$ cat src/rtl/alu_nibble_seq.sv
// Sequencer that runs a word-wide operation through one external combinational
// 4-bit ALU slice, one nibble per cycle, chaining carries between nibbles.
module alu_nibble_seq #(
  parameter int NIBBLES = 4,
  localparam int W  = 4 * NIBBLES,
  localparam int KW = (NIBBLES > 1) ? $clog2(NIBBLES) : 1
) (
  input  logic         clk,
  input  logic         rst,
  input  logic         in_valid,
  output logic         in_ready,
  input  logic [W-1:0] op_a,
  input  logic [W-1:0] op_b,
  input  logic [2:0]   op_f,
  input  logic         op_com,
  input  logic         op_cin,
  output logic [3:0]   alu_a,
  output logic [3:0]   alu_b,
  output logic [2:0]   alu_f,
  output logic         alu_com,
  output logic         alu_ci_right,
  output logic         alu_ci_left,
  input  logic [3:0]   alu_d,
  input  logic         alu_co_left,
  input  logic         alu_co_right,
  output logic         out_valid,
  input  logic         out_ready,
  output logic [W-1:0] result,
  output logic         carry_out,
  output logic         zero
);

  localparam logic [1:0] IDLE = 2'd0;
  localparam logic [1:0] RUN  = 2'd1;
  localparam logic [1:0] DONE = 2'd2;

  localparam logic [2:0] F_ADD = 3'd0;
  localparam logic [2:0] F_SHR = 3'd6;
  localparam logic [2:0] F_SHL = 3'd7;

  localparam logic [KW-1:0] LAST = KW'(NIBBLES - 1);

  logic [1:0]    state;
  logic [KW-1:0] k;
  logic [W-1:0]  a_q, b_q;
  logic [2:0]    f_q;
  logic          com_q, cin_q, chain_q;

  logic          running, is_shr, chains_left, first;
  logic [KW-1:0] idx;
  logic          chain_in, chain_new;
  logic [W-1:0]  result_next;

  assign running     = (state == RUN);
  assign is_shr      = (f_q == F_SHR);
  assign chains_left = (f_q == F_ADD) || (f_q == F_SHL);
  assign first       = (k == '0);
  // SHR walks from the most significant nibble so the shift-in travels downward.
  assign idx         = is_shr ? (LAST - k) : k;
  assign chain_in    = first ? cin_q : chain_q;
  assign chain_new   = is_shr ? alu_co_right : alu_co_left;

  assign in_ready  = (state == IDLE);
  assign out_valid = (state == DONE);

  assign alu_a        = running ? a_q[idx*4 +: 4] : 4'h0;
  assign alu_b        = running ? b_q[idx*4 +: 4] : 4'h0;
  assign alu_f        = running ? f_q : 3'd0;
  assign alu_com      = running ? com_q : 1'b0;
  assign alu_ci_right = running && chains_left ? chain_in : 1'b0;
  assign alu_ci_left  = running && is_shr ? chain_in : 1'b0;

  // NOTE: default assignment first, then override, so no latch is inferred.
  always_comb begin
    result_next = result;
    result_next[idx*4 +: 4] = alu_d;
  end

  // NOTE: non-blocking assignments so every register samples pre-edge values.
  always_ff @(posedge clk) begin
    if (rst) begin
      state     <= IDLE;
      k         <= '0;
      a_q       <= '0;
      b_q       <= '0;
      f_q       <= '0;
      com_q     <= 1'b0;
      cin_q     <= 1'b0;
      chain_q   <= 1'b0;
      result    <= '0;
      carry_out <= 1'b0;
      zero      <= 1'b0;
    end else begin
      case (state)
        IDLE: begin
          if (in_valid) begin
            a_q     <= op_a;
            b_q     <= op_b;
            f_q     <= op_f;
            com_q   <= op_com;
            cin_q   <= op_cin;
            chain_q <= 1'b0;
            k       <= '0;
            state   <= RUN;
          end
        end
        RUN: begin
          result  <= result_next;
          chain_q <= chain_new;
          if (k == LAST) begin
            carry_out <= (chains_left || is_shr) ? chain_new : 1'b0;
            zero      <= (result_next == '0);
            k         <= '0;
            state     <= DONE;
          end else begin
            k <= k + 1'b1;
          end
        end
        DONE: begin
          if (out_ready) state <= IDLE;
        end
        default: state <= IDLE;
      endcase
    end
  end

endmodule

$ cat config.mk
export PLATFORM = sky130hd
export DESIGN_NAME = alu_nibble_seq
export DESIGN_NICKNAME = d
export VERILOG_FILES = /design/src/rtl/alu_nibble_seq.sv
export SDC_FILE = /design/constraint.sdc
export NUM_CORES = 1
export LEC_CHECK = 0
export CAP_MARGIN = 30
export CORE_UTILIZATION = 51
export CTS_BUF_LIST = sky130_fd_sc_hd__clkbuf_2 sky130_fd_sc_hd__clkbuf_4 sky130_fd_sc_hd__clkbuf_8
export DETAILED_ROUTE_END_ITERATION = 10
export PLACE_DENSITY = 0.85
export SYNTH_ARGS = -nofsm -noshare
export SYNTH_HDL_FRONTEND = slang
export SYNTH_SLANG_ARGS = --single-unit
$ cat constraint.sdc
create_clock -name clk -period 2.7 [get_ports clk]
set_input_delay 0.54 -clock clk [delete_from_list [all_inputs] [get_ports clk]]
set_output_delay 0.54 -clock clk [all_outputs]
set_load 0.02 [all_outputs]
Word level (Yosys, flattened, before mapping) --
Index checks and enable logic that the tools add are counted.
Word-level totals: bits in registers 60, word-level logic and storage cells 59, bits of input ports 47, output and inout port bits 34
Operators by class: $add $sub $neg 3, shift operators 4, equal/unequal tests 8, multiplexer cells 20, reduce and logical (&&, ||, !) cells 13
Operators with widths (number):
- $neg A4 Y34 | 1
- $shift A4 B34 Y16 const A | 1
- $shiftx A4 B34 Y16 | 1
- $shiftx A16 B5 Y4 | 2
- $bwmux W16 | 1
- $logic_not A16 Y1 | 1
- $mux W2 | 6
- $mux W4 | 2
- $mux W1 | 7
- $eq A3 B3 Y1 const B | 2
- $pmux W2 S3 | 1
- $reduce_and A2 Y1 | 3
- $eq A2 B2 Y1 const B | 2
- $logic_not A2 Y1 | 2
- $ne A2 B1 Y1 const B | 2
- $pmux W2 S2 | 1
- $logic_not A3 Y1 | 1
- $mux W3 | 1
- $reduce_and A3 Y1 | 1
- $add A2 B1 Y2 const B | 1
- $eq A2 B1 Y1 const B | 1
- $logic_and A1 B1 Y1 | 2
- $logic_or A1 B1 Y1 | 2
- $ne A2 B2 Y1 const B | 1
- 3 further kinds | 3

Logic depth before layout (Yosys ltp) --
Gate-level depths: netlist (run 1).
depth in word-level cells 6, depth in mapped cells 10, depth with buffers taken out 7

Worst setup path before layout (run 1) --
Ideal clock, no wire load.
path type flip-flop to output port, start reg k[0], end out alu_b[2], slack 582 ps, stages on the path, launching flop included 7, required time 2160 ps, arrival time 1578 ps, cells stage by stage dfxtp_1 buf_2 nand4bb_1 o22ai_2 buf_4 a222oi_1 a21oi_1
On the way: word-level cells in the longest chain between the ends 4
Ends and longest elaborated chain:
- start: declaration | RTL line 44 | logic [KW-1:0] k;
- start signal: assignment | RTL line 116 | k <= k + 1'b1;
- $sub A2 B2 Y2 | RTL line 59 | assign idx = is_shr ? (LAST - k) : k;
- $mux W2 * | RTL line 59
- $shiftx A16 B5 Y4 * | RTL line 67 | assign alu_b = running ? b_q[idx*4 +: 4] : 4'h0;
- $mux W4 * | RTL line 67
- end: declaration | RTL line 18 | output logic [3:0] alu_b,
Mark *: on every way between the ends. The rest lies on a longest branch, timed or not.

Worst setup path after layout (run 1) --
start reg f_q[0], end out alu_a[1]
On the way: word-level cells in the longest chain between the ends 4
Ends and longest elaborated chain:
- start: declaration | RTL line 46 | logic [2:0] f_q;
- start signal: assignment | RTL line 99 | f_q <= op_f;
- $eq A3 B3 Y1 | RTL line 55 | assign is_shr = (f_q == F_SHR);
- $mux W2 | RTL line 59
- $shiftx A16 B5 Y4 | RTL line 66 | assign alu_a = running ? a_q[idx*4 +: 4] : 4'h0;
- $mux W4 | RTL line 66
- end: declaration | RTL line 17 | output logic [3:0] alu_a,
No other way between the ends.

==> metrics.md, run 1 <==
| Metric | Value |
|---|---|
| Final Routed Wirelength | `8379 um` |
| Sequential Area | `1206 um2` |
| Root buf cell | `clkbuf_8` |
| Yosys warnings | `0` |
| Final worst setup slack | `0.07851 ns` |
| Worst Path Buf+Inv | `2` |
| Power density over the cells | `507.2 nW/um2` |
| Worst hold slack | `0.4544 ns` |
| Post-synthesis sequential area ratio | `38.57%` |
| Cells after Synth | `389` |
| Starting Density | `52.60%` |
| Global route overflow | `0` |
| Main area contributors after synthesis | `dfxtp_1 (39%), nand2_1 (12%), a21oi_1 (8.4%), mux2i_1 (7.4%), nor2_1 (4.2%)` |
| Worst setup SP type | `flip-flop` |
| Slowest stage cell, crit path | `and3b_4` |
| Synth Area in Adders | `0.8035%` |
| Yosys reg bits | `60` |
| Crit path largest cell delay | `0.36 ns` |
| Worst r2r src | `k[1]$_SDFFE_PP0P_` |
| Fill cells | `463` |
| Share of Yosys cell area claimed by the top area cell type | `38.57%` |
| CTS Hold Buffers Added | `0` |
| Largest net degree at the start of global routing | `35` |
| Crit path max fanout | `6` |
| TritonCTS clock tree | `built` |
| Critical Path AT | `2.08 ns` |
| GRT Total Usage | `27.10%` |
| Post-DP HPWL | `5999 um` |
| Power, Total | `2.145 mW` |
| Avg Inst Size Synth | `8.006 um2` |
| Maximum root-to-sink buffer count | `2` |
| Die area | `6423 um2` |
| Average wire per standard cell | `15.10 um` |
| Pre-CTS setup slack | `0.1501 ns` |
| CP Cell Sequence | `and3b_4 -> buf_4 -> mux2i_1 -> o22ai_1 -> a221oi_1 -> nor2_1 -> clkbuf_2` |
| Input/output buffers | `80` |
| Final setup fails | `0` |
| Chip width | `80.15 um` |
| Unique cell type count in the Yosys netlist | `57` |
| Max-slew violation count | `0` |
| # clock sinks | `60` |
| Slew margin rel. | `58.82%` |
| Main combinational cell family by area after synthesis | `simple AND/OR/NAND/NOR gates` |
| Post-synthesis simple-gate area fraction | `27.40%` |
| Vias/cell | `5.726` |
| Top Ports | `81` |
| CP delay by family, top | `simple AND/OR/NAND/NOR gates` |
| H-tree depth | `3` |
| WHS Endpoint | `com_q$_SDFFE_PP0P_` |
| Max-Cap Viols | `0` |
| Synth Flop Type | `dfxtp_1` |
| Crit path capture type | `primary output` |
| Status | `complete, no violations` |
| Least-Margin Pin Slew | `0.6178 ns` |
| Fin. Hold Viols | `0` |
| Clk_skew | `0.005204 ns` |
| Worst-Skew Late Latency | `0.34 ns` |
| Non-Filler Instances | `555` |
| Worst min path class | `flip-flop to flip-flop` |
| CORE AREA | `5921 um2` |
| Multi-input logic area | `1747 um2` |
| Number of nets in the layout | `525` |
| Mux share of post-synthesis cell area | `8.236%` |
| P_leak | `1.698 nW` |
| Cells after DPL | `536` |
| Post-synth EDFFs | `0` |
| Post-layout util | `71.43%` |
| 1st-iter DRT viols | `300` |
| Via total after detailed routing | `3178` |
| R2R Setup Slk | `0.43 ns` |
| Post-synth top area cell | `dfxtp_1` |
| Synth Cell Area | `3114 um2` |
| Reg clk slew, reported paths | `0.06 ns` |
| R2r endpoint | `zero$_SDFFE_PP0P_` |
| FP Rows | `28` |
| Fmax | `0.3815 GHz` |
| Data required time at the worst endpoint | `2.16 ns` |
| Vias in the first global route | `2842` |
| Complex-gate fraction of the synthesized area | `19.45%` |
| Worst reg-to-reg path cell count | `7` |
| Worst Path Class, Setup | `flip-flop to primary output` |
| Ant diodes | `0` |
| Maximum vdd drop | `396.4 uV` |
| Mapped Nets | `438` |
| Async SR Flop Fraction | `0%` |
| Initial DRT Pass Iterations | `5` |
| Count leader, synth | `nand2_1` |
| Hold_sp | `com_q$_SDFFE_PP0P_` |
| Vert. Die Dim | `80.15 um` |
| WHS Path Cells | `2` |
| Layout cells sized above 1 | `13.54%` |
| Antenna viol nets, final | `0` |
| # DRC | `0` |
| Period utilization | `97.09%` |
| Area Overhead vs Synth | `35.80%` |
| Tmin final | `2.621 ns` |
| Global-route wire length before repair | `13340 um` |
| Routability Congestion | `0.8719` |
| CTS buffer count | `9` |
| Antenna violations before repair | `0` |
| Xor and xnor fraction of the mapped netlist area | `0%` |
| Commonest cells in the synthesized netlist | `nand2_1 (98), dfxtp_1 (60), a21oi_1 (52)` |
| Worst setup path startpoint | `f_q[0]$_SDFFE_PP0P_` |
-- cell type report --
class                      count  share of cell area, %
inverter                       5                 0.4438
clock inverter                 2                 0.8284
multi-input combinational    296                  41.30
clock buffer                  13                  3.787
sequential                    60                  28.52
timing repair buffer         104                  22.90
tap                           75                  2.219
-- through the flow --
step	instance area, um2	setup TNS, ns
after floorplan	3114	0
after global placement	4013	0
after detailed placement	4013	0
after CTS	4207	0
after global routing	4229	-0.0003182
final	4229	0
-- worst max-delay path by stage --
stage	end	slack, ns	depth (start not counted)
floorplan	alu_b[2]	0.58	6
global placement	alu_a[3]	0.20	6
detailed placement	alu_ci_right	0.15	7
CTS	alu_a[1]	0.003	7
global route	alu_a[1]	-0.0003	7
finish	alu_a[1]	0.08	7
-- logic make-up after synthesis --
group,after synthesis
simple gates,181
flops,60
fa+ha+maj,2
buf+inv,33
mux,25
compound gates,88
-- flip-flops by register name (all words and copies together), names as in the netlist --
name       cells
a_q           16
b_q           16
k              2
zero           1
carry_out      1
com_q          1
state          2
result        16
chain_q        1
cin_q          1
f_q            3
-- worst min-delay path, cell delays in order, from the launching register on --
cell and delay, ns:
dfxtp_1 0.31, nand2_1 0.05, a21oi_1 0.05
-- layout by cell type (no fill, tap or decap), types with 2 or more instances in the layout --
cell type        instances
dfxtp_1                 56
nor2b_1                  5
nand3b_1                 2
clkbuf_4                 3
nand3_1                  6
ha_1                     2
nor4b_1                  2
a31oi_1                  4
a222oi_1                 4
o22ai_1                  5
nand2b_1                 6
dfxtp_2                  4
nor2_1                  35
nor3_1                   2
a211oi_1                 3
and2_1                  10
buf_4                   22
clkbuf_8                10
inv_1                    5
clkdlybuf4s50_1         69
dlygate4sd2_1            7
nand2_1                 98
a21oi_1                 52
nand4_1                  2
a221oi_1                 3
mux2i_1                 23
clkbuf_2                 3
-- where the power goes --
part	switching, mW	total, mW	internal [mW]
Sequential	0.0341	0.963	0.929
Clock	0.338	0.815	0.476
Combinational	0.191	0.367	0.176
-- layer usage --
layer / vias to the layer above / GRT usage, % / wire (um)
met3: 22 / 4.659 / 488
met4: 0 / 11.96 / 204
met1: 1494 / 33.99 / 3617
met2: 140 / 45.38 / 4069
li1: 1522 / - / -
met5: - / 0 / 0
-- repair_timing --
action | 4_1_cts | 5_1_grt
resized for setup | 13 | 9
setup buffers | 1 | 3
pin swaps | 0 | 1
endpoints found under the setup margin | 10 | 8
No activity file was read; power rests on OpenSTA's default activity.
==> inputs of run 2 (changes only) <==
--- a/config.mk
+++ b/config.mk
@@ -10,6 +10,8 @@
 export CTS_BUF_LIST = sky130_fd_sc_hd__clkbuf_2 sky130_fd_sc_hd__clkbuf_4 sky130_fd_sc_hd__clkbuf_8
 export DETAILED_ROUTE_END_ITERATION = 10
 export PLACE_DENSITY = 0.85
+export SETUP_SLACK_MARGIN = 0.15
+export SLEW_MARGIN = 20
 export SYNTH_ARGS = -nofsm -noshare
 export SYNTH_HDL_FRONTEND = slang
 export SYNTH_SLANG_ARGS = --single-unit
==> run 2 against run 1 <==
Fmax grew 1.4%. Non-clock buffer count is 5 higher. Total power increased by 0.39%. Clock skew about the same. First-iteration DRC count fell by 12%. Critical path depth stayed put. Wire length grew 1.0%. Sequential power barely moved. Global-route usage is essentially flat. Register-to-register slack is essentially flat. Largest power group unchanged. Highest routed layer unchanged.
==> metrics.md, run 2 (synthesis gave the netlist of run 1 again) <==
| Metric | Value |
|---|---|
| Cell area after layout | `4277 um2` |
| CTS buffer count | `9` |
| Max-Cap Viols | `0` |
| # DRC | `0` |
| Initial DRT Pass Iterations | `6` |
| FP Rows | `28` |
| Area Overhead vs Synth | `37.32%` |
| Period utilization | `95.73%` |
| Antenna violations before repair | `0` |
| Layout cells sized above 1 | `16.49%` |
| CP Cell Sequence | `and3b_4 -> buf_4 -> mux2i_1 -> o22ai_1 -> a221oi_2 -> nor2_1 -> buf_2` |
| Ant diodes | `0` |
| Crit path largest cell delay | `0.36 ns` |
| Final Routed Wirelength | `8466 um` |
| Top library cells by usage in the layout, fill and taps aside | `nand2_1 (96), clkdlybuf4s50_1 (69), dfxtp_1 (56)` |
| Crit path capture type | `primary output` |
| Cells after DPL | `536` |
| Data required time at the worst endpoint | `2.16 ns` |
| Worst setup SP type | `flip-flop` |
| Input/output buffers | `80` |
| Number of nets in the layout | `530` |
| Tmin final | `2.585 ns` |
| Final setup fails | `0` |
| Post-DP HPWL | `5999 um` |
| Fmax | `0.3869 GHz` |
| Power, Total | `2.153 mW` |
| 1st-iter DRT viols | `265` |
| Leading registers by flop count | `a_q x16, b_q x16, result x16` |
| Root buf cell | `clkbuf_8` |
| Worst Path Buf+Inv | `2` |
| Fin. Hold Viols | `0` |
| Status | `complete, no violations` |
| Reg clk slew, reported paths | `0.07 ns` |
| DP Area | `4013 um2` |
| Power density over the cells | `503.5 nW/um2` |
| Maximum vdd drop | `393.5 uV` |
| Routability Congestion | `0.8719` |
| Max-slew violation count | `0` |
| Chip width | `80.15 um` |
| H-tree depth | `3` |
| Vert. Die Dim | `80.15 um` |
| Non-Filler Instances | `560` |
| Worst min path class | `flip-flop to flip-flop` |
| Vias in the first global route | `2850` |
| GRT Total Usage | `27.08%` |
| Commonest non-fill, non-tap cell in the layout | `nand2_1` |
| Worst-Skew Late Latency | `0.34 ns` |
| Least-Margin Pin Slew | `0.6231 ns` |
| Worst Path Class, Setup | `flip-flop to primary output` |
| Average wire per standard cell | `15.12 um` |
| CTS Hold Buffers Added | `0` |
| Top Ports | `81` |
| Vias/cell | `5.689` |
| Starting Density | `52.60%` |
| Via total after detailed routing | `3186` |
| P_leak | `1.713 nW` |
| # clock sinks | `60` |
| Crit path max fanout | `6` |
| TNS Setup | `0 ns` |
| RSZ-0062 raised after global routing | `true` |
| Largest net degree at the start of global routing | `35` |
| Maximum root-to-sink buffer count | `2` |
| Slowest stage cell, crit path | `and3b_4` |
| Clk_skew | `0.005374 ns` |
| CORE AREA | `5921 um2` |
| Slew margin rel. | `58.46%` |
| Global-route wire length before repair | `13330 um` |
| CP delay by family, top | `simple AND/OR/NAND/NOR gates` |
| Global route overflow | `0` |
| Critical Path AT | `2.04 ns` |
| TritonCTS clock tree | `built` |
| Post-layout util | `72.23%` |
| Die area | `6423 um2` |
| Antenna viol nets, final | `0` |
-- run 2: cell count changes in the layout (fill, tap and decap cells not counted), sizes merged --
cell	change
buf	+11
clkbuf	-3
clkdlybuf4s15	+2
dlygate4sd2	-5
-- run 2: cell type report --
type / count / area (um2)
clock buffer: 13 / 160.2
clock inverter: 2 / 35.03
fill: 450 / 1644
inverter: 5 / 18.77
multi-input combinational: 296 / 1760
sequential: 60 / 1209
tap: 75 / 93.84
timing repair buffer: 109 / 999.7
-- run 2: repair_timing --
action | CTS | global route
setup endpoints to repair | 13 | 10
resized for setup | 33 | 11
buffers inserted | 2 | 7
pin swaps | 1 | 3
-- run 2: path summary, 6_finish.rpt --
check / start / to / slack, ns / cells past startpoint
worst max-delay path: f_q[0]$_SDFFE_PP0P_ / alu_a[1] / 0.12 / 7
worst min-delay path: com_q$_SDFFE_PP0P_ / com_q$_SDFFE_PP0P_ / 0.46 / 2
worst max register to register: k[0]$_SDFFE_PP0P_ / zero$_SDFFE_PP0P_ / 0.42 / 8
worst min register to register: com_q$_SDFFE_PP0P_ / com_q$_SDFFE_PP0P_ / 0.46 / 2
-- run 2: worst min-delay path: stages (launching register included) --
cell and delay [ns]:
dfxtp_1 0.31, nand2_1 0.05, a21oi_1 0.05
-- run 2: metal layers --
layer  up-vias  global-route usage [%]  share of wire, %
li1       1536                       -                 -
met1      1513                   33.99                43
met2       117                   45.30                50
met3        20                   4.659               4.9
met4         0                   11.96               2.3
met5         -                       0                 0
-- run 2: report_power, final --
part	total (mW)	internal [mW]	leakage, nW	switching, mW
Sequential	0.963	0.929	0.492	0.0346
Combinational	0.373	0.180	1.12	0.193
Clock	0.817	0.476	0.104	0.341
-- run 2: per-stage QoR --
step	hold slack (ns)	setup WS [ns]
after floorplan	0.4317	0.5820
after global placement	0.4411	0.1975
after detailed placement	0.4489	0.1501
after CTS	0.4579	0.1318
after global routing	0.4809	0.06695
final	0.4551	0.1153
==> inputs of run 3 (changes only) <==
--- a/config.mk
+++ b/config.mk
@@ -9,8 +9,10 @@
 export CORE_UTILIZATION = 51
 export CTS_BUF_LIST = sky130_fd_sc_hd__clkbuf_2 sky130_fd_sc_hd__clkbuf_4 sky130_fd_sc_hd__clkbuf_8
 export DETAILED_ROUTE_END_ITERATION = 10
-export PLACE_DENSITY = 0.85
+export GPL_TIMING_DRIVEN = 0
+export PLACE_DENSITY = 0.83
 export SETUP_SLACK_MARGIN = 0.15
+export SKIP_CTS_REPAIR_TIMING = 1
 export SLEW_MARGIN = 20
 export SYNTH_ARGS = -nofsm -noshare
 export SYNTH_HDL_FRONTEND = slang
==> run 3 against run 2 <==
Sequential power is 0.6% lower. Final cell count is 3.0% higher. Worst hold slack worse by 0.0027 ns. Clock-buffer cell count stayed put. Wire length is 9.3% higher. Largest power group unchanged.
==> metrics.md, run 3 (synthesis gave the netlist of run 1 again) <==
| Metric | Value |
|---|---|
| Status | `complete, no violations` |
| FP Rows | `28` |
| Non-Filler Instances | `577` |
| Worst min path class | `flip-flop to flip-flop` |
| Reg power frac | `41.3%` |
| Final setup fails | `0` |
| Crit path capture type | `primary output` |
| Period utilization | `95.08%` |
| TritonCTS clock tree | `built` |
| CTS buffer count | `9` |
| Post-DP HPWL | `6338 um` |
| Layout cells sized above 1 | `16.33%` |
| Number of nets in the layout | `546` |
| Clk pwr share | `41.3%` |
| GRT Total Usage | `28.66%` |
| Worst Path Class, Setup | `flip-flop to primary output` |
| Starting Density | `52.60%` |
| Critical Path AT | `2.03 ns` |
| Initial DRT Pass Iterations | `5` |
| Gate power share | `17.3%` |
| Slowest stage cell, crit path | `dfxtp_2` |
| Root buf cell | `clkbuf_8` |
| RSZ-0062 raised after global routing | `true` |
| Max-Cap Viols | `0` |
| Ant diodes | `0` |
| Fmax | `0.3895 GHz` |
| Reg clk slew, reported paths | `0.07 ns` |
| Cell area after layout | `4431 um2` |
| Multi-input logic area | `1788 um2` |
| Leading registers by flop count | `a_q x16, b_q x16, result x16` |
| Antenna violations before repair | `0` |
| Via total after detailed routing | `3308` |
| P_int | `1.725 mW` |
| Fill cells | `447` |
| Vert. Die Dim | `80.15 um` |
| Commonest non-fill, non-tap cell in the layout | `nand2_1` |
| Power density over the cells | `522.7 nW/um2` |
| Routability Congestion | `0.8959` |
| Worst setup SP type | `flip-flop` |
| Input/output buffers | `79` |
| # clock sinks | `60` |
| # DRC | `0` |
| Global-route wire length before repair | `13990 um` |
| Least-Margin Pin Slew | `0.5569 ns` |
| Vias in the first global route | `3128` |
| Average wire per standard cell | `16.03 um` |
| Switching portion of total power | `25.53%` |
| Vias/cell | `5.733` |
| Global route overflow | `0` |
| Maximum vdd drop | `413.6 uV` |
| 1st-iter DRT viols | `265` |
| Die area | `6423 um2` |
| Max-slew violation count | `0` |
| Cells after DPL | `543` |
| Largest net degree at the start of global routing | `11` |
| H-tree depth | `3` |
| Maximum root-to-sink buffer count | `2` |
| Power, Total | `2.316 mW` |
| CORE AREA | `5921 um2` |
| Top library cells by usage in the layout, fill and taps aside | `nand2_1 (95), clkdlybuf4s50_1 (67), dfxtp_1 (57)` |
| P_leak | `1.810 nW` |
| Worst-Skew Late Latency | `0.34 ns` |
| Net Switching | `591.2 uW` |
| Data required time at the worst endpoint | `2.16 ns` |
| Final Routed Wirelength | `9251 um` |
| Crit path max fanout | `7` |
| DP Area | `3999 um2` |
| Slew margin rel. | `62.87%` |
| CP Cell Sequence | `buf_6 -> and3b_4 -> buf_12 -> mux2i_1 -> o22ai_1 -> a221oi_2 -> nor2_1 -> clkbuf_2` |
| Clk_skew | `0.01075 ns` |
| Top Ports | `81` |
| Worst hold slack | `0.4524 ns` |
| Sequential Area | `1207 um2` |
| Tmin final | `2.567 ns` |
| Antenna viol nets, final | `0` |
| Chip width | `80.15 um` |
| Crit path largest cell delay | `0.33 ns` |
| Area Overhead vs Synth | `42.27%` |
| Fin. Hold Viols | `0` |
-- run 3: path summary, 6_finish.rpt --
check                      startpoint            endpoint  slack [ns]  cells past startpoint
setup / recovery  f_q[1]$_SDFFE_PP0P_            alu_a[3]        0.13                      8
hold / removal     com_q$_SDFFE_PP0P_  com_q$_SDFFE_PP0P_        0.45                      2
setup reg to reg    k[0]$_SDFFE_PP0P_   zero$_SDFFE_PP0P_        0.45                     10
hold reg to reg    com_q$_SDFFE_PP0P_  com_q$_SDFFE_PP0P_        0.45                      2
-- run 3: layer usage --
metal	share of wire, %	wire length [um]	global-route usage [%]
met1	39	3649	33.89
met2	50	4644	48.97
met3	8.0	739	5.568
met4	2.4	218	14.82
met5	0	0	0
-- run 3: power by group through the flow --
stage          clock [mW]  sequential [mW]  combinational, mW
2_1_floorplan           0            0.972              0.217
3_3_place_gp            0            0.973              0.360
3_5_place_dp            0            0.975              0.368
4_1_cts             0.963            0.956              0.370
5_1_grt             0.997            0.960              0.436
6_report            0.957            0.957              0.402
-- run 3: final cells by class --
type	count	share of cell area [%]
buffer	28	4.038
clock buffer	13	3.897
clock inverter	3	1.525
inverter	5	0.4236
multi-input combinational	296	40.36
sequential	60	27.25
tap	75	2.118
timing repair buffer	97	20.39
-- run 3: metrics by stage --
step,worst slack (ns),util [%],setup TNS [ns]
2_1_floorplan,0.5820,-,0
3_3_place_gp,-0.1066,67.54,-0.2212
3_5_place_dp,-0.1128,67.54,-0.2705
4_1_cts,-0.4838,71.60,-4.547
5_1_grt,0.03001,74.83,0
6_report,0.1327,74.83,0
-- run 3: critical path, delay by kind of cell, from the launching register on --
kind	cells	cell delay (ns)
buf+inv	3	0.45
compound gates	2	0.36
flops	1	0.33
simple gates	2	0.33
mux	1	0.21
